===== config.mk =====
export PLATFORM = sky130hd
export DESIGN_NAME = cpu_trace_collector
export DESIGN_NICKNAME = d
export VERILOG_FILES = /design/src/rtl/cpu_trace_collector.sv
export SDC_FILE = /design/constraint.sdc
export NUM_CORES = 1
export LEC_CHECK = 0
export CORE_ASPECT_RATIO = 0.5
export CORE_MARGIN = 4
export CORE_UTILIZATION = 49
export DETAILED_ROUTE_END_ITERATION = 8
export MAX_ROUTING_LAYER = met4
export PLACE_DENSITY = 0.76
export SYNTH_ARGS = -nofsm -noshare
export SYNTH_HDL_FRONTEND = slang
export SYNTH_SLANG_ARGS = --single-unit
export TNS_END_PERCENT = 20

===== constraint.sdc =====
create_clock -name clk -period 7.17 [get_ports clk]
set_input_delay 2.151 -clock clk [delete_from_list [all_inputs] [get_ports clk]]
set_output_delay 2.151 -clock clk [all_outputs]
set_load 0.1 [all_outputs]

===== src/rtl/cpu_trace_collector.sv =====
// Consumer end of the CPU record handshake. Each published record is captured once
// into a FIFO, and the FIFO is drained through a first-word-fall-through read port.
module cpu_trace_collector #(
  parameter int DEPTH = 8,
  parameter int AW    = 3
) (
  input  logic          clk,
  input  logic          rst,
  input  logic          data_out,
  input  logic [7:0]    pc_out,
  input  logic [7:0]    opcode,
  input  logic [7:0]    operand_A_out,
  input  logic [7:0]    operand_B_out,
  input  logic [7:0]    result_out_cpu,
  input  logic          carry_out_cpu,
  input  logic          borrow_out_cpu,
  output logic          next_out,
  input  logic          rd_en,
  output logic [41:0]   rd_data,
  output logic          empty,
  output logic          full,
  output logic [AW:0]   count,
  output logic [15:0]   record_total
);

  localparam logic [AW:0] LP_DEPTH = DEPTH[AW:0];

  typedef enum logic {
    ST_IDLE,
    ST_ACK
  } state_t;

  state_t        r_state;
  logic          r_next_out;
  logic [AW-1:0] r_wptr;
  logic [AW-1:0] r_rptr;
  logic [AW:0]   r_count;
  logic [15:0]   r_total;
  logic [41:0]   r_mem [DEPTH];

  logic          w_full;
  logic          w_empty;
  logic          w_push;
  logic          w_pop;
  logic [41:0]   w_rec;

  assign w_full  = (r_count == LP_DEPTH);
  assign w_empty = (r_count == '0);

  // Full is judged on the stored count before this edge's pop, so a held record
  // is captured on the edge after the pop that frees a slot.
  assign w_push = (r_state == ST_IDLE) && data_out && !w_full;
  assign w_pop  = rd_en && !w_empty;

  assign w_rec = {pc_out, opcode, operand_A_out, operand_B_out,
                  result_out_cpu, carry_out_cpu, borrow_out_cpu};

  // Acknowledge FSM: one capture per handshake, release once data_out drops.
  // NOTE: sequential state uses non-blocking assignments so every register
  // samples the pre-edge values of its neighbours.
  always_ff @(posedge clk or negedge rst) begin
    if (!rst) begin
      r_state    <= ST_IDLE;
      r_next_out <= 1'b0;
    end else begin
      case (r_state)
        ST_IDLE: begin
          if (data_out && !w_full) begin
            r_next_out <= 1'b1;
            r_state    <= ST_ACK;
          end
        end
        ST_ACK: begin
          if (!data_out) begin
            r_next_out <= 1'b0;
            r_state    <= ST_IDLE;
          end
        end
        default: begin
          r_next_out <= 1'b0;
          r_state    <= ST_IDLE;
        end
      endcase
    end
  end

  always_ff @(posedge clk or negedge rst) begin
    if (!rst) begin
      r_wptr  <= '0;
      r_rptr  <= '0;
      r_count <= '0;
      r_total <= '0;
    end else begin
      if (w_push) begin
        r_wptr  <= r_wptr + 1'b1;
        r_total <= r_total + 1'b1;
      end
      if (w_pop) begin
        r_rptr <= r_rptr + 1'b1;
      end
      case ({w_push, w_pop})
        2'b10:   r_count <= r_count + 1'b1;
        2'b01:   r_count <= r_count - 1'b1;
        default: r_count <= r_count;
      endcase
    end
  end

  // NOTE: storage has no reset; entries are only observable once the count
  // covers them, so clearing them would buy nothing.
  always_ff @(posedge clk) begin
    if (w_push) begin
      r_mem[r_wptr] <= w_rec;
    end
  end

  assign rd_data      = r_mem[r_rptr];
  assign next_out     = r_next_out;
  assign empty        = w_empty;
  assign full         = w_full;
  assign count        = r_count;
  assign record_total = r_total;

endmodule


* After elaboration in Yosys (flattened, before gate mapping) *
Memory sizes are Yosys's and may differ from the RTL's.
Index checks and enable logic that the tools add are counted.

cells by class
  add/sub/neg operators = 5
  multiply operators = 0
  div/mod/pow operators = 0
  order comparisons = 0
  eq/ne operators = 5
  shifts and indexed selects = 0
  multiplexer cells = 9
  bitwise operators = 1
  reductions and logical operators = 9

operators with widths
  operator                                                            count
  16-bit by 1-bit adder with 16-bit output, second input constant     1
  4-bit case mux with 2 select lines                                  1
  3-bit by 1-bit adder with 3-bit output, second input constant       2
  1-bit 2-to-1 mux                                                    6
  4-bit by 1-bit adder with 4-bit output, second input constant       1
  4-bit == test, second input constant                                1
  1-bit logical AND                                                   4
  4-bit zero test                                                     1
  1-bit case mux with 2 select lines                                  2
  4-bit by 1-bit subtractor with 4-bit output, second input constant  1
  2-bit by 1-bit == test with 1-bit output, second input constant     1
  2-bit == test, second input constant                                1
  1-bit zero test                                                     2
  2-bit by 1-bit != test with 1-bit output, second input constant     1
  2-bit != test, second input constant                                1
  2-bit AND reduction                                                 1
  2-bit nonzero test                                                  1
  1-bit inverter                                                      1

word-level totals
  register bits after elaboration = 28
  latch bits = 0
  bits in writable memories = 336
  bits in read-only memories = 0
  input bits = 46
  output and inout port bits = 65
  memories kept = 1

memory list
  name   depth  bits a word  rd ports  clocked after memory_dff  wr ports  RTL line  text
  r_mem  8      42           1         0                         1         39        logic [41:0] r_mem [DEPTH];

* Longest topological paths before layout *
Gate-level depths: netlist of run 1.

  depth in word-level cells = 5
  depth in mapped cells = 9
  gate-level depth less buffers = 9

* Worst setup path after synthesis of run 1 *
No wires, ideal clock.

  path type = input to register
  start point = input port data_out
  end point = memory r_mem[0][0] (enable)
  arrival = 6.660 ns
  slack = -0.035 ns
  stages = 3
  cell sequence = nor3b_4 -> inv_1 -> nor4_1

on the way
  cells in the longest elaborated chain, start to end = 4

RTL lines
  item                                    RTL line  text
  start: declaration                      9         input logic data_out,
  1-bit logical AND (2 in series)         52        assign w_push = (r_state == ST_IDLE) && data_out && !w_full;
  1-bit 2-to-1 mux                        112       if (w_push) begin
  1-bit 2-to-1 mux (not written as such)  113       r_mem[r_wptr] <= w_rec;
  end: declaration                        39

Every way passes these cells.

* Worst setup path after layout of run 1 *
  start point = register r_rptr[0]
  end point = output port rd_data[22]

on the way
  cells in the longest elaborated chain, start to end = 1

RTL lines
  item                      RTL line  text
  start: declaration        36        logic [AW-1:0] r_rptr;
  start signal: assignment  99        r_rptr <= r_rptr + 1'b1;
  memory 8 x 42 bit         --
  end: declaration          19        output logic [41:0] rd_data,

Every way passes these cells.

==> run summary, run 1 <==
The quantity of I/O buffers inserted on ports came out at 110. The placed wire-length estimate came out at 14500 µm. The synthesized design contains 336 enable-type register cells. The number of nets with antenna violations after routing came out at 0. Setup repair after global routing left no endpoint under its margin. The overall die height is 128 µm. The layout has 1922 filler cells. The gate count of the mapped netlist came out at 617. Gates resized during post-CTS repair numbered 0. Counting the buffers created by CTS gives 34.

The floorplan has 43 rows. The cell with the most instances after synthesis is sky130_fd_sc_hd__edfxtp_1. The number of distinct standard cells referenced by the synthesized netlist is 36. The maximum achievable frequency came out at 0.167 GHz. The area inside the core boundary came out at 0.0279 mm². Along the worst hold path, the cell count comes to 1. The first-pass GRT wire length is 40800 µm.

The hold violation total from the final report is 0. The worst endpoint required time is 5.02 ns. The startpoint of the most critical hold path is record_total[15]. A synthesized cell averages 22.7 µm². The clock edge transition at the registers on the reported setup and hold paths is 0.06 ns. For the final routed database, the setup TNS stands at 0 ns.

The share of flip-flops with an asynchronous set or reset is 7.69%. The final number of max-transition violations is 0. The H-tree depth is 2. Across the routed clock network, the largest skew measured is 0.0205 ns. The maximum number of pins on one net before global-route repair is 55. The combined area of the multi-input logic cells came out at 0.00311 mm².

From synthesis to final layout, the design area changed by 18.7%. For the worst setup path, the data arrival time is 3.85 ns. Using the TritonRoute via totals, the vias-per-cell ratio works out to 5.54. The first routing iteration left 513 violations. For this design the top-level I/O count stands at 111. Summed over its instances, the top area cell type makes up 72.0% of the synthesized netlist area. The depth of the worst register-to-register path came out at 5.

In this run the cell area of the synthesized design comes to 0.0140 mm². STA classifies the critical path endpoint as a primary output. The post-synthesis register bit count came out at 364. The worst setup path is launched from a flip-flop.

The total congestion overflow came out at 0. The worst setup path is of the flip-flop to primary output kind. The number of setup buffers added after CTS is 0. The footprint of the flip-flops and latches is 0.0108 mm².

The clock latency reported for the late side of the worst-skew pair came out at 0.52 ns. The initial antenna violation count is 1. In this run the worst hold path is classified as flip-flop to flip-flop. Across all register-to-register paths, the minimum setup slack is 4.26 ns. Setup violations remaining at the end of the flow were counted as 0. The worst path meets setup with 1.17 ns of slack. By count the netlist is led by 336 x sky130_fd_sc_hd__edfxtp_1, 84 x sky130_fd_sc_hd__mux4_2, 42 x sky130_fd_sc_hd__mux2_2.

The sum of routed wire length over all layers came out at 26000 µm. The register area share after synthesis came out at 77.0%. TritonCTS built the clock tree. For hold timing, the worst endpoint is record_total[15]. The average wire per standard cell is 22.4 µm. The number of vias in the routed layout came out at 6434. The share of cells above drive strength 1 is 26.0%.

The via count of the first global-routing pass came out at 6909. The remaining max-slew budget at the tightest pin came out at 28.1%. The flip-flop cell with the highest count after synthesis is sky130_fd_sc_hd__edfxtp_1. Of the available clock period, the critical path in the final layout requires 83.7%.

The number of maximum-capacitance violations is 0. The horizontal extent of the die is 247 µm. For this run, design rule violations remaining after detail routing come to 0. The shortest period the worst path allows came out at 6.00 ns.

Counting along the longest clock path gives a buffer depth of 3. sky130_fd_sc_hd__edfxtp_1 takes more of the synthesized area than any other cell. The number of nets in the layout came out at 807. The endpoint identified for the worst register-to-register timing path is r_mem[7][4]. After synthesis, the cell types taking the most area are sky130_fd_sc_hd__edfxtp_1 72%, sky130_fd_sc_hd__mux4_2 13%, sky130_fd_sc_hd__dfrtp_1 5.0%. The number of hold buffers added after CTS came out at 0. The placement-stage worst setup slack came out at 1.59 ns. The root buffer cell is sky130_fd_sc_hd__clkbuf_16. The run finished with clean final reports. The all-layer global routing usage came out at 17.6%. Synthesis produced a netlist with a net count of 670. The weighted congestion reported at the end of routability-driven placement is 0.738. The total number of clock tree sinks is 364.

The first TritonRoute pass finished after 4 iterations. The slew at the pin closest to its max-slew limit came out at 1.08 ns. The largest driver fanout on the critical path came out at 42.

The floorplan step defined a die boundary enclosing 0.0315 mm². The startpoint identified for the worst register-to-register timing path is count[3]. For this configuration, the core starts out at a cell density of 50.2%.

The number of warnings reported in the yosys synthesis log came out at 0.
area by class of cell:
| cell class | count | share of cell area, % |
|---|---|---|
| Multi-Input combinational cell | 220 | 18.7 |
| Sequential cell | 364 | 64.9 |
| Tap cell | 382 | 2.87 |
| Clock buffer | 43 | 5.38 |
| Inverter | 8 | 0.180 |
| Timing Repair Buffer | 126 | 7.34 |
| Clock inverter | 17 | 0.631 |
| Antenna cell | 1 | 0.0150 |
state kept, by name (all words and copies together) (netlist names):
name / flops
r_mem: 336
record_total: 16
count: 4
r_rptr: 3
r_wptr: 3
next_out: 1
r_state: 1
cell usage in the layout, fill, tap and decap left out, drive strengths merged, types with 7 or more instances in the layout:
| master | count |
|---|---|
| mux2 | 44 |
| dfrtp | 28 |
| clkbuf | 43 |
| edfxtp | 336 |
| clkdlybuf4s50 | 110 |
| nand2 | 15 |
| buf | 16 |
| clkinv | 14 |
| inv | 11 |
| nor2 | 7 |
| xnor2 | 17 |
| mux4 | 84 |
routing by layer:
layer,GRT usage (%),share of wire [%],up-vias
met4,4.08,1.4,0
met3,3.84,5.6,34
met2,27.3,49,163
met1,24.5,44,3391
li1,-,-,2846
met5,-,0,-
worst max path at each step:
stage | start | to | cells past startpoint
final | r_rptr[0] | rd_data[22] | 4
after global routing | r_rptr[0] | rd_data[22] | 4
after CTS | r_rptr[0] | rd_data[15] | 4
after detailed placement | r_rptr[0] | rd_data[22] | 4
after global placement | r_rptr[0] | rd_data[21] | 4
after floorplan | data_out | r_mem[2][0] | 3
kinds of logic (layout without fill, tap and decap cells):
logic type	Yosys count	count (layout)	share of synthesized area, %
other	0	1	0
adders and majority gates	7	7	0.678
buffers and inverters	33	194	1.24
muxes	129	129	17.1
xor gates and xnor gates	21	21	1.31
AOI/OAI and AO/OA	7	7	0.295
and+or+nand+nor	56	56	2.41
DFF	364	364	77.0
per-stage QoR:
stage          hold slack, ns  cells  cell area (µm²)  utilization, %
6_report                0.505   1161            16600            59.6
4_1_cts                 0.509   1160            16600            59.6
3_5_place_dp            0.486   1100            15600            56.0
3_3_place_gp            0.464   1100            15600            56.0
5_1_grt                 0.522   1161            16600            59.6
2_1_floorplan           0.541    617            14000               -
worst max-delay path, stage by stage, from the launching register on:
cell	delay, ns
sky130_fd_sc_hd__dfrtp_4	0.98
sky130_fd_sc_hd__buf_4	0.50
sky130_fd_sc_hd__mux4_2	0.57
sky130_fd_sc_hd__mux2_2	0.29
sky130_fd_sc_hd__clkdlybuf4s50_1	0.97
Power of run 1 is left out: the tool's default activity adds up to more than one toggle a clock period on the data nets, which glitch-free logic cannot reach.
==> inputs of run 2 (changes only) <==
- PLACE_DENSITY: 0.76 -> 0.79
- clock period: 7.17 -> 5.5 ns (I/O delays scaled with it)
==> run 2 against run 1 <==
Effect of this change:
- routed wire length up 2.5%
- core utilization up 0.33 points
- critical path depth unchanged
- clock-buffer cell count down 5
- die area unchanged
- clock skew up 0.0072 ns
- via count up 0.96%
- global-route usage up 0.21 points
- cell count down 0.17%
- setup slack worse by 0.26 ns
- sequential share of layout area down 0.35 points
- sequential cell count unchanged
==> run summary, run 2 (same netlist as run 1, synthesis figures left out) <==
The number of buffers created by CTS is 34. Between clock sinks in the finished design, the worst skew comes to 0.0278 ns. The tree is rooted in a sky130_fd_sc_hd__clkbuf_16. The cell area after layout came out at 0.0167 mm². On the critical path, the stage with the largest delay is an instance of sky130_fd_sc_hd__dfrtp_4. The fraction of met3 tracks used by global routing came out at 3.54%. In this run the critical register-to-register path is captured at count[3]. The clock latency reported for the late side of the worst-skew pair came out at 0.53 ns. The hold violation total from the final report came out at 0.

The number of ports placed on the die boundary came out at 111. The depth of the worst register-to-register path is 8. After global routing, the most crowded layer is met2. The count of unresolved DRC violations after routing came out at 0.

The worst setup margin is 0.914 ns. For this run, the slowest stage of the critical path takes 0.89 ns. The signal on the critical path passes through buf_4, mux4_2, mux2_2, buf_4. The average wire per standard cell is 23.0 µm. Along the worst path, the maximum fanout reaches 33. TritonCTS built the clock tree.

The number of maximum-capacitance violations came out at 0. The placed wire-length estimate came out at 14100 µm. The largest delay contributor family on the critical path is flip-flops. The worst endpoint required time came out at 3.85 ns. The full die area came out at 0.0315 mm².

From left edge to right edge, the die measures 247 µm. The total placed instance area is 0.0156 mm². The first-pass GRT wire length came out at 41500 µm.

The final critical-path share of the clock period came out at 83.4%. The number of flip-flops under the largest register name came out at 336. From bottom edge to top edge, the die measures 128 µm. The non-filler instance count after layout came out at 1159. Leaving out fill and tap cells, the most frequent cells in the layout are 336 x sky130_fd_sc_hd__edfxtp_1, 84 x sky130_fd_sc_hd__mux4_2, 68 x sky130_fd_sc_hd__clkdlybuf4s50_1.

Leaving out fill and tap cells, the most frequent cell in the layout is sky130_fd_sc_hd__edfxtp_1. The number of buffers and inverters on the critical path is 2. The worst hold path terminates at record_total[15]. Counting every sink on the clock net gives 364.

The via count of the first global-routing pass came out at 7069. The register with the most flip-flops is r_mem. The via count normalized by instance count is 5.60. The count of filler cells inserted in the layout is 1846. By instance count, the cell type seen most on the critical path is sky130_fd_sc_hd__buf_4. The endpoint arrival time on the critical path is 2.94 ns. The minimum setup slack among reg-to-reg paths came out at 2.53 ns. The number of DRC markers in iteration 0 is 642. The worst setup path is captured at a primary output. The area inside the core boundary came out at 0.0279 mm². The critical path in this run is classified as flip-flop to primary output. Headroom to the max-slew limit came out at 34.5%.

The post-route netlist has 31.4% of its cells at a drive strength greater than 1. In this run the critical register-to-register path is launched from count[0]. The buffer levels on the longest clock path came out at 3. The number of hold buffers added after CTS came out at 0.

The final number of max-transition violations came out at 0. For this run, the detailed router's first-pass iteration total came to 5. At the pin with the least slew margin, the transition time is 0.979 ns. The worst path needs 4.59 ns of the cycle, external delays included.

The initial antenna violation count came out at 1. The number of setup violations in the final report is 0. The footprint of the flip-flops and latches is 0.0108 mm². The cell depth of the worst hold path came out at 1. In this run the number of H-tree levels came out at 2.

Once the floorplan was initialized, standard cells occupied 50.2% of the core. Prior to clock tree synthesis, the placed netlist has a worst setup slack of 1.11 ns. After the last flow step, the layout net total stands at 804. The category of the worst setup path launch point is a flip-flop. Entering global routing, the biggest net connects 47 pins. The number of vias in the routed layout came out at 6496. The number of instances resized during post-cts repair came out at 0. The clock edge transition at the registers on the reported setup and hold paths came out at 0.06 ns. The area growth from synthesis to layout came out at 19.4%.

The quantity of I/O buffers inserted on ports came out at 110. Cells fill 59.9% of the core in the end. The all-layer global routing usage is 17.8%. The number of nets with antenna violations after routing is 0. The number of placed instances, taps included is 1097. The min-delay analysis places its worst path in the category flip-flop to flip-flop.

The sum of routed wire length over all layers came out at 26600 µm. Setup repair after global routing left no endpoint under its margin. In the global route stage, met2 resource usage came out at 28.9%.

The congestion estimate from routability-driven global placement came to 0.723. The total congestion overflow is 0. The post-CTS setup-driven buffer insertion count came out at 0. In the final layout, the multi-input gates occupy 0.00311 mm². The number of placement rows came out at 43. Global routing used 23.8% of the available met1 tracks. The flow ran to the end, and the final reports show no timing, DRC or antenna violations. In this run the most critical hold path is launched from record_total[15]. Based on the critical path, the design can be clocked at up to 0.218 GHz.
==> run 2: worst reg2reg max path, cell delays in order, from the launching register on <==
cell,delay [ns]
sky130_fd_sc_hd__dfrtp_1,0.47
sky130_fd_sc_hd__nor4b_4,0.60
sky130_fd_sc_hd__nor3b_4,0.16
sky130_fd_sc_hd__inv_1,0.26
sky130_fd_sc_hd__ha_1,0.36
sky130_fd_sc_hd__ha_1,0.29
sky130_fd_sc_hd__a21oi_1,0.25
sky130_fd_sc_hd__o21ai_0,0.14
sky130_fd_sc_hd__o311ai_0,0.33
==> run 2: worst max path at each step <==
stage / startpoint / cells after the start / slack (ns) / to
detailed placement: data_out / 8 / 1.11 / count[3]
floorplan: data_out / 3 / -0.10 / r_mem[2][0]
CTS: r_rptr[0] / 4 / 0.81 / rd_data[8]
finish: r_rptr[0] / 4 / 0.91 / rd_data[0]
global route: r_rptr[0] / 4 / 0.73 / rd_data[8]
global placement: data_out / 8 / 1.28 / count[3]
==> run 2: through the flow <==
stage          setup TNS, ns  hold WS (ns)
2_1_floorplan         -14.22         0.541
4_1_cts                    0         0.486
6_report                   0         0.477
5_1_grt                    0         0.491
3_5_place_dp               0         0.476
3_3_place_gp               0         0.465
==> run 2: final cells by class <==
type,count,area share [%]
antenna,1,0.0150
multi-input combinational,220,18.6
clock inverter,23,1.53
sequential,364,64.5
clock buffer,38,5.30
tap,382,2.86
inverter,8,0.179
timing repair buffer,123,6.98
==> run 2: metal layers <==
metal	routed length, µm	part of all wire [%]	vias to the layer above
li1	-	-	2827
met1	10900	41	3436
met2	13700	52	193
met3	1480	5.6	40
met4	512	1.9	0
met5	0	0	-
Power of run 2 is left out for the same reason.
==> inputs of run 3 (changes only) <==
- clock period: 5.5 -> 3.7 ns (I/O delays scaled with it)
==> run 3 against run 2 <==
Effect of this change:
- non-clock buffer count increased by 16
- hold slack improved by 0.014 ns
- final area increased by 3.0%
- die area unchanged
- sequential cell count unchanged
- critical path type unchanged
- critical endpoint is now rd_data[31]
- highest routed layer unchanged
==> run summary, run 3 (same netlist as run 1, synthesis figures left out) <==
The run finished with clean final reports. Global routing consumed, over all layers together, 18.7% of the routing resources. The endpoint arrival time on the critical path is 2.50 ns. The count of filler cells inserted in the layout is 1779.

The startpoint identified for the worst hold timing path is record_total[9]. The core occupancy in the finished layout came out at 61.8%. The number of nets in the layout came out at 817. After detailed routing, the number of vias per cell comes to 5.72. The wire-length estimate of the detail-placed layout is 16300 µm. In this run the number of H-tree levels came out at 1. The weighted congestion reported at the end of routability-driven placement is 0.747.

The met3 routed wirelength is 1270 µm. Cells with a size suffix above 1 make up 35.7% of the layout. For the pin with the worst max-slew slack, the measured transition is 0.609 ns. The tool flagged a number of max-cap violations equal to 0. The final critical-path share of the clock period came out at 97.6%. The area growth from synthesis to layout is 23.0%.

The startpoint of the lowest-slack register-to-register path is count[2]. The via count of the first global-routing pass came out at 7137. The setup skew after layout came out at 0.0284 ns. The remaining max-slew budget at the tightest pin came out at 59.2%. The total congestion overflow came out at 0.

In this run the worst path has a maximum fanout of 12. The full die area is 0.0315 mm². On the final layout, the worst hold slack is 0.491 ns. The overall die height came out at 128 µm. The depth of the worst register-to-register path is 8. The longest individual stage delay on the worst path is 0.64 ns. The number of antenna cells inserted is 0. Based on the critical path, the design can be clocked at up to 0.277 GHz. Tracing the worst setup path back leads to its startpoint at r_rptr[0]. The hold violation total from the final report is 0.

The number of DRC markers in iteration 0 came out at 617. The setup path with the least slack is of type flip-flop to primary output. The worst endpoint required time is 2.59 ns. The shortest period the worst path allows is 3.61 ns. For this design, the sink count on the clock tree is 364. The number of iterations in the first detailed-routing pass is 5.

In the layout the commonest cells are 336 x sky130_fd_sc_hd__edfxtp_1, 84 x sky130_fd_sc_hd__mux4_2, 50 x sky130_fd_sc_hd__buf_12. In this run the deepest clock path goes through 3 buffers. The count of unresolved DRC violations after routing came out at 0. The first-pass GRT wire length came out at 43700 µm.

The number of placement rows is 43. The region available for standard cell placement spans 0.0279 mm². Pin placement for this block handled 111 I/O pins. The root buffer cell is sky130_fd_sc_hd__clkbuf_16. The slowest stage of the critical path is the sky130_fd_sc_hd__dfrtp_4 cell. The horizontal extent of the die is 247 µm.

At the later pin of the worst-skew pair, clock insertion delay measures 0.57 ns. Wires add up to 28100 µm. The worst setup path is captured at a primary output. The maximum number of pins on one net before global-route repair came out at 36. The signal on the critical path passes through buf_4, mux4_2, mux2_2, buf_12. The final number of max-transition violations came out at 0. The clock edge transition at the registers on the reported setup and hold paths came out at 0.06 ns. The cell depth of the worst hold path is 1. The effective utilization at floorplan is 50.2%.

The length of routed met2 wiring is 14700 µm. TritonCTS built the clock tree. The number of buffers created by CTS came out at 31. The minimum setup slack among reg-to-reg paths came out at 0.90 ns.

After detailed routing, no signal wire sits above met4. STA classifies the critical path startpoint as a flip-flop. The number of vias in the routed layout is 6672.

For hold timing, the worst endpoint is record_total[9]. The terminus of the critical flop-to-flop path is count[3]. Setup violations remaining at the end of the flow were counted as 0. The detailed router put a total of 11800 µm of wire on met1.

The library cell used most frequently in the layout, excluding fill and tap cells, is sky130_fd_sc_hd__edfxtp_1. The average wire per standard cell came out at 24.1 µm. The register with the most flip-flops in the layout has 336 of them.

The initial antenna violation count was 0. During placement, the flow inserted port buffers numbering 110. Once detail routing completed, the nets flagged for antenna violations numbered 0. The number of hold buffers added after CTS is 0. The register with the most flip-flops is r_mem. The type of the tightest min-delay check is flip-flop to flip-flop. Setup repair after global routing left no endpoint under its margin.
==> run 3: cell types whose count changed in the layout (fill, tap and decap cells not counted), moves of 5 or more <==
cell | previous run | this run
sky130_fd_sc_hd__buf_12 | 6 | 50
sky130_fd_sc_hd__clkbuf_1 | 3 | 8
sky130_fd_sc_hd__clkinv_1 | 10 | 5
sky130_fd_sc_hd__clkdlybuf4s50_1 | 68 | 45
sky130_fd_sc_hd__buf_4 | 49 | 43
==> run 3: timing repair <==
action	CTS	global route
endpoints found under the setup margin	33	0
hold endpoints to repair	0	0
gates resized for setup	0	0
setup buffers	1	0
==> run 3: metal layers <==
layer  vias up  track usage [%]
met5         -                -
met4         0             3.11
met3        36             2.71
met2       194             31.3
met1      3584             25.5
li1       2858                -
==> run 3: worst max-delay path, delay by kind of cell, from the launching register on <==
kind	cells	cell delay, ns
buffers and inverters	2	0.45
DFF	1	0.64
muxes	2	0.85
==> run 3: final cells by class <==
cell class                 instances  area (µm²)  share of cell area, %
clock buffer                      40         820                   4.75
inverter                           8        30.0                  0.174
sequential                       364       10800                   62.7
timing repair buffer             139        1790                   10.4
multi-input combinational        220        3150                   18.3
clock inverter                    13         163                  0.943
tap                              382         478                   2.77
==> run 3: worst max-delay path by stage <==
stage                       end  slack (ns)  depth (start not counted)
finish              rd_data[31]        0.09                          4
global route        rd_data[31]        0.02                          4
CTS                 rd_data[31]        0.05                          4
detailed placement     count[3]        0.13                          8
global placement       count[3]        0.29                          8
floorplan           r_mem[7][0]       -0.21                          4
==> run 3: through the flow <==
stage / area, µm² / cells / setup TNS (ns) / worst slack [ns]
floorplan: 14100 / 617 / -45.99 / -0.208
global placement: 16200 / 1112 / 0 / 0.286
detailed placement: 16200 / 1112 / 0 / 0.133
CTS: 17200 / 1166 / 0 / 0.0536
global route: 17200 / 1166 / 0 / 0.0157
finish: 17200 / 1166 / 0 / 0.0890
Power of run 3 is left out for the same reason.
==> RTL change 1 (flow settings as in run 3) <==
Change the parameter `AW` from 3 to 5.
--- a/src/rtl/cpu_trace_collector.sv
+++ b/src/rtl/cpu_trace_collector.sv
@@ -2,7 +2,7 @@
 // into a FIFO, and the FIFO is drained through a first-word-fall-through read port.
 module cpu_trace_collector #(
   parameter int DEPTH = 8,
-  parameter int AW    = 3
+  parameter int AW    = 5
 ) (
   input  logic          clk,
   input  logic          rst,
Interface: changed (resized count); port bits go from 111 to 113. The function was not compared with the original's and may differ.
==> RTL change 1 against run 3 <==
- worst setup slack improved by 0.082 ns
- wire length decreased by 0.89%
- synthesized area grew 1.5%
- final area up 1.4%
- die area up 1.4%
- clock skew is 0.0030 ns lower
- sequential cell count is 2 higher
- via count increased by 1.2%
- cell count rose by 2.7%
- largest cell class unchanged
Power is left out: the tool's default activity adds up to more than one toggle a clock period on the data nets, which glitch-free logic cannot reach.
==> RTL change 1: results (changes against run 3) <==
First-pass DRT Iterations = 4 (-1)
Clock root buffer master = clkbuf_16
Status = completed
Vias in the first global route = 7338 (+2.8%)
Initial antenna violation count = 0 (unchanged)
Initial drt markers = 648 (+5.0%)
Worst Hold Depth = 1 (unchanged)
Fillers = 1818 (+2.2%)
Worst Path Max Fanout = 23 (+11)
GR Util All Layers = 18.3% (-0.37 points)
# diodes = 0 (unchanged)
RD Place Congestion = 0.723 (-3.2%)
Synth top area cells = edfxtp_1 71%, mux4_2 13%, dfrtp_1 5.3%
Row count = 43 (unchanged)
Slew headroom = 60.3% (+1.1 points)
Largest net degree at the start of global routing = 41 (+14%)
Worst Hold Class = reg2reg
Nets = 846 (+3.5%)
DP HPWL = 16.8 mm (+2.7%)
Max Clock Skew = 0.0254 ns (-0.00299 ns)
Sequential area share after synthesis = 76.2% (-0.80 points)
Post-synth EDFFs = 336 (unchanged)
First-pass GRT wire length = 43.9 mm (+0.58%)
Hold Path End = record_total[15]$_DFFE_PN0P_
Port Buffer Count = 112 (+1.8%)
Reg2reg setup slack = 0.49 ns (-0.41 ns)
CP Data Arrival Time = 2.42 ns (-0.08 ns)
Share of cells above drive strength 1 = 36.0% (+0.32 points)
Placed Instances = 1137 (+2.2%)
Drt via density = 5.64 (-1.5%)
FFs w/ async S/R, synth = 8.20% (+0.50 points)
Syn_area_per_cell = 22.3 sq um (-2.0%)
DR WL/cell = 23.3 um (-3.5%)
Synth cell count leaders = 336 x edfxtp_1, 84 x mux4_2, 44 x mux2_2
Number of library cell types mapped by synthesis = 42 (+17%)
Post-route ant nets = 0 (unchanged)
Syn nets = 694 (+3.6%)
Worst r2r dst = count[5]$_DFFE_PN0P_
Worst r2r src = count[0]$_DFFE_PN0P_
Hold path startpoint = record_total[15]$_DFFE_PN0P_
Finished Layout Cells = 1198 (+2.7%)
-- RTL change 1: cells by family (layout without fill, tap and decap cells) --
family | after synthesis | count (layout) | synth area share [%]
flops | 366 | 366 | 76.2
mux | 130 | 130 | 16.9
simple gates | 54 | 54 | 2.14
buf+inv | 40 | 217 | 1.46
xor+xnor | 22 | 22 | 1.35
compound gates | 18 | 18 | 1.09
fa+ha+maj | 9 | 9 | 0.844
-- RTL change 1: repair_timing --
action / in CTS / in global routing
endpoints found under the setup margin: 0 / 18
buffers inserted: 0 / 3
gates resized for setup: 0 / 2
-- RTL change 1: worst max-delay path, cell delays in order, from the launching register on --
cell and delay, ns:
dfrtp_4 0.69, buf_4 0.33, mux4_2 0.35, mux2_2 0.31, buf_12 0.17
-- RTL change 1: cell type report --
cell class / instances / area [sq um] / area share (%)
timing repair buffer: 147 / 1900 / 10.9
sequential: 366 / 10800 / 62.1
clock inverter: 19 / 143 / 0.816
tap: 382 / 478 / 2.73
inverter: 12 / 45.0 / 0.258
multi-input combinational: 233 / 3260 / 18.6
clock buffer: 39 / 806 / 4.61
-- RTL change 1: stage by stage --
stage	hold slack, ns	area (sq um)	setup WS (ns)
CTS	0.493	17400	0.0369
global placement	0.462	16500	-0.000558
floorplan	0.480	14200	-0.517
finish	0.481	17500	0.171
detailed placement	0.484	16500	-0.167
global route	0.525	17500	0.0903
-- RTL change 1: worst max path at each step --
stage / startpoint / to / slack (ns) / cells past startpoint
floorplan: count[4]$_DFFE_PN0P_ / r_mem[7][0]$_DFFE_PP_ / -0.52 / 5
global placement: data_out / count[5]$_DFFE_PN0P_ / -0.0006 / 10
detailed placement: data_out / count[5]$_DFFE_PN0P_ / -0.17 / 10
CTS: r_rptr[0]$_DFFE_PN0P_ / rd_data[35] / 0.04 / 4
global route: r_rptr[1]$_DFFE_PN0P_ / rd_data[13] / 0.09 / 4
finish: r_rptr[1]$_DFFE_PN0P_ / rd_data[20] / 0.17 / 4
-- RTL change 1: routing by layer --
metal | vias to the layer above | GRT usage (%) | share of wire, %
li1 | 2956 | - | -
met1 | 3575 | 23.5 | 40
met2 | 181 | 31.7 | 54
met3 | 41 | 3.23 | 5.0
met4 | 0 | 3.64 | 1.5
met5 | - | - | 0
==> RTL change 2 (settings of run 3) <==
Without the edit above. Reset style: synchronous (`rst`), changed in 2 clocked blocks.
--- a/src/rtl/cpu_trace_collector.sv
+++ b/src/rtl/cpu_trace_collector.sv
@@ -58,7 +58,7 @@
   // Acknowledge FSM: one capture per handshake, release once data_out drops.
   // NOTE: sequential state uses non-blocking assignments so every register
   // samples the pre-edge values of its neighbours.
-  always_ff @(posedge clk or negedge rst) begin
+  always_ff @(posedge clk) begin
     if (!rst) begin
       r_state    <= ST_IDLE;
       r_next_out <= 1'b0;
@@ -84,7 +84,7 @@
     end
   end
 
-  always_ff @(posedge clk or negedge rst) begin
+  always_ff @(posedge clk) begin
     if (!rst) begin
       r_wptr  <= '0;
       r_rptr  <= '0;
Function: differs if rst is asserted again (counterexample within 4 cycles, from zero or initial values and one cycle with rst low); with rst held inactive, the same outputs for 4 cycles.
==> RTL change 2 against run 3 <==
- fmax grew 0.74%
- final area shrank 2.0%
- synthesized area grew 0.25%
- non-clock buffer count shrank 13
- wire length shrank 6.5%
- die area grew 0.24%
- synthesized cell count grew 5.3%
- sequential share of layout area grew 0.72 points
- worst setup slack gained 0.027 ns
- critical path depth is the same
- sequential cell count grew 3
- largest cell class unchanged
- worst hold slack gained 0.0032 ns
==> RTL change 2: results (changes against run 3) <==
Worst Hold Class = reg2reg
M2 GR Usage = 29.6% (-1.6 points)
Worst Path Max Fanout = 29 (+17)
Ys flop type = edfxtp_1
Post-synth EDFFs = 336 (unchanged)
CTS clk-pin slew, worst paths = 0.07 ns
DP HPWL = 14.6 mm (-10%)
Max stage delay cell, worst path = dfxtp_4
Clock root buffer master = clkbuf_16
Share of cells above drive strength 1 = 32.8% (-3.0 points)
Pre-CTS WS = 0.303 ns (+0.170 ns)
Fillers = 1901 (+6.9%)
Number of library cell types mapped by synthesis = 42 (+17%)
Top reg by flops = r_mem
Vias in the first global route = 7214 (+1.1%)
Peak supply drop = 0.000386 V
Post-route ant nets = 0 (unchanged)
Syn nets = 702 (+4.8%)
Synth top area cells = edfxtp_1 72%, mux4_2 13%, dfxtp_1 4.4%
Nets = 831 (+1.7%)
Initial antenna violation count = 0 (unchanged)
Syn_area_per_cell = 21.6 sq um (-4.8%)
Clk buf depth = 3 (unchanged)
Sequential area share after synthesis = 76.2% (-0.76 points)
Slew headroom = 41.9% (-17 points)
# diodes = 0 (unchanged)
Max Clock Skew = 0.0249 ns (-0.00353 ns)
Initial drt markers = 629 (+1.9%)
GR Util All Layers = 17.5% (-1.3 points)
CTS Buf Count = 31 (unchanged)
First-pass GRT wire length = 41.2 mm (-5.6%)
Leakage power total = 5.34 nW
CP Data Arrival Time = 2.47 ns (-0.03 ns)
RD Place Congestion = 0.731 (-2.2%)
Synth cell count leaders = 336 x edfxtp_1, 84 x mux4_2, 42 x mux2_2
Max reg flops = 336 (unchanged)
Critical Path Max Stage Delay = 0.63 ns
DR WL/cell = 22.3 um (-7.8%)
FFs w/ async S/R, synth = 0% (-7.7 points)
GRT met3 Usage = 2.88% (+0.18 points)
H-tree depth = 1 (unchanged)
WHS = 0.494 ns (+0.00321 ns)
Reg2reg setup slack = 1.01 ns (+0.11 ns)
Grt met1 use = 22.6% (-2.9 points)
Synth warnings = 0 (unchanged)
First-pass DRT Iterations = 5 (unchanged)
CP delay by family, top = multiplexers
Port Buffer Count = 110 (unchanged)
Largest net degree at the start of global routing = 60 (+67%)
Finished Layout Cells = 1182 (+1.4%)
Placed Instances = 1128 (+1.4%)
Drt via density = 5.63 (-1.5%)
Final WS setup = 0.116 ns (+0.0267 ns)
Status = completed
Clock latency on the worst-skew pair = 0.59 ns (+0.02 ns)
Setup bufs post-CTS = 0 (-1)
## RTL change 2: layout make-up
cell class	count	area share, %
Inverter	4	0.104
Multi-Input combinational cell	249	19.4
Clock buffer	36	4.70
Clock inverter	18	0.600
Tap cell	382	2.83
Sequential cell	367	63.4
Timing Repair Buffer	126	8.93
## RTL change 2: what timing repair did
item	CTS	global route
hold buffers	0	0
resized for setup	0	0
endpoints found under the setup margin	0	8
## RTL change 2: per-stage QoR
step | cell area (sq um) | power, mW | util (%) | setup TNS (ns)
detailed placement | 16000 | 9.14 | 57.2 | 0
global route | 16900 | 12.4 | 60.4 | -0.0638
floorplan | 14100 | 7.95 | - | -50.33
CTS | 16900 | 12.1 | 60.4 | 0
global placement | 16000 | 9.08 | 57.2 | 0
finish | 16900 | 11.9 | 60.4 | 0
## RTL change 2: logic make-up after synthesis
family / share of synthesized area, %
DFF: 76.2
muxes: 17.0
and+or+nand+nor: 2.93
buffers and inverters: 1.08
AOI/OAI and AO/OA: 1.41
xor gates and xnor gates: 0.810
adders and majority gates: 0.534
## RTL change 2: worst paths after layout
kind / start / endpoint / depth (start not counted)
setup / recovery: flip-flop / rd_data[10] / 4
hold / removal: r_state$_SDFF_PN0_ / r_state$_SDFF_PN0_ / 2
setup reg to reg: count[1]$_SDFFE_PN0P_ / count[2]$_SDFFE_PN0P_ / 9
hold reg to reg: r_state$_SDFF_PN0_ / r_state$_SDFF_PN0_ / 2
## RTL change 2: worst reg2reg max path: stages, from the launching register on
cell and delay (ns):
dfxtp_1 0.41, or4b_1 0.74, nand2_1 0.16, ha_1 0.27, xor2_1 0.19, ha_1 0.18, a21oi_1 0.05, xor2_1 0.17
or3_1 0.31, a21boi_0 0.15
## RTL change 2: where the power goes
group	leakage, nW	switching, mW	total [mW]	internal (mW)
Combinational	1.60	2.65	4.16	1.52
Clock	0.440	1.40	2.93	1.53
Sequential	3.30	0.116	4.84	4.72
## RTL change 2: per-layer routing
layer  vias to the layer above  share of wire (%)
met4                         0                1.9
met5                         -                  0
met1                      3510                 41
met2                       180                 53
li1                       2940                  -
met3                        30                4.5
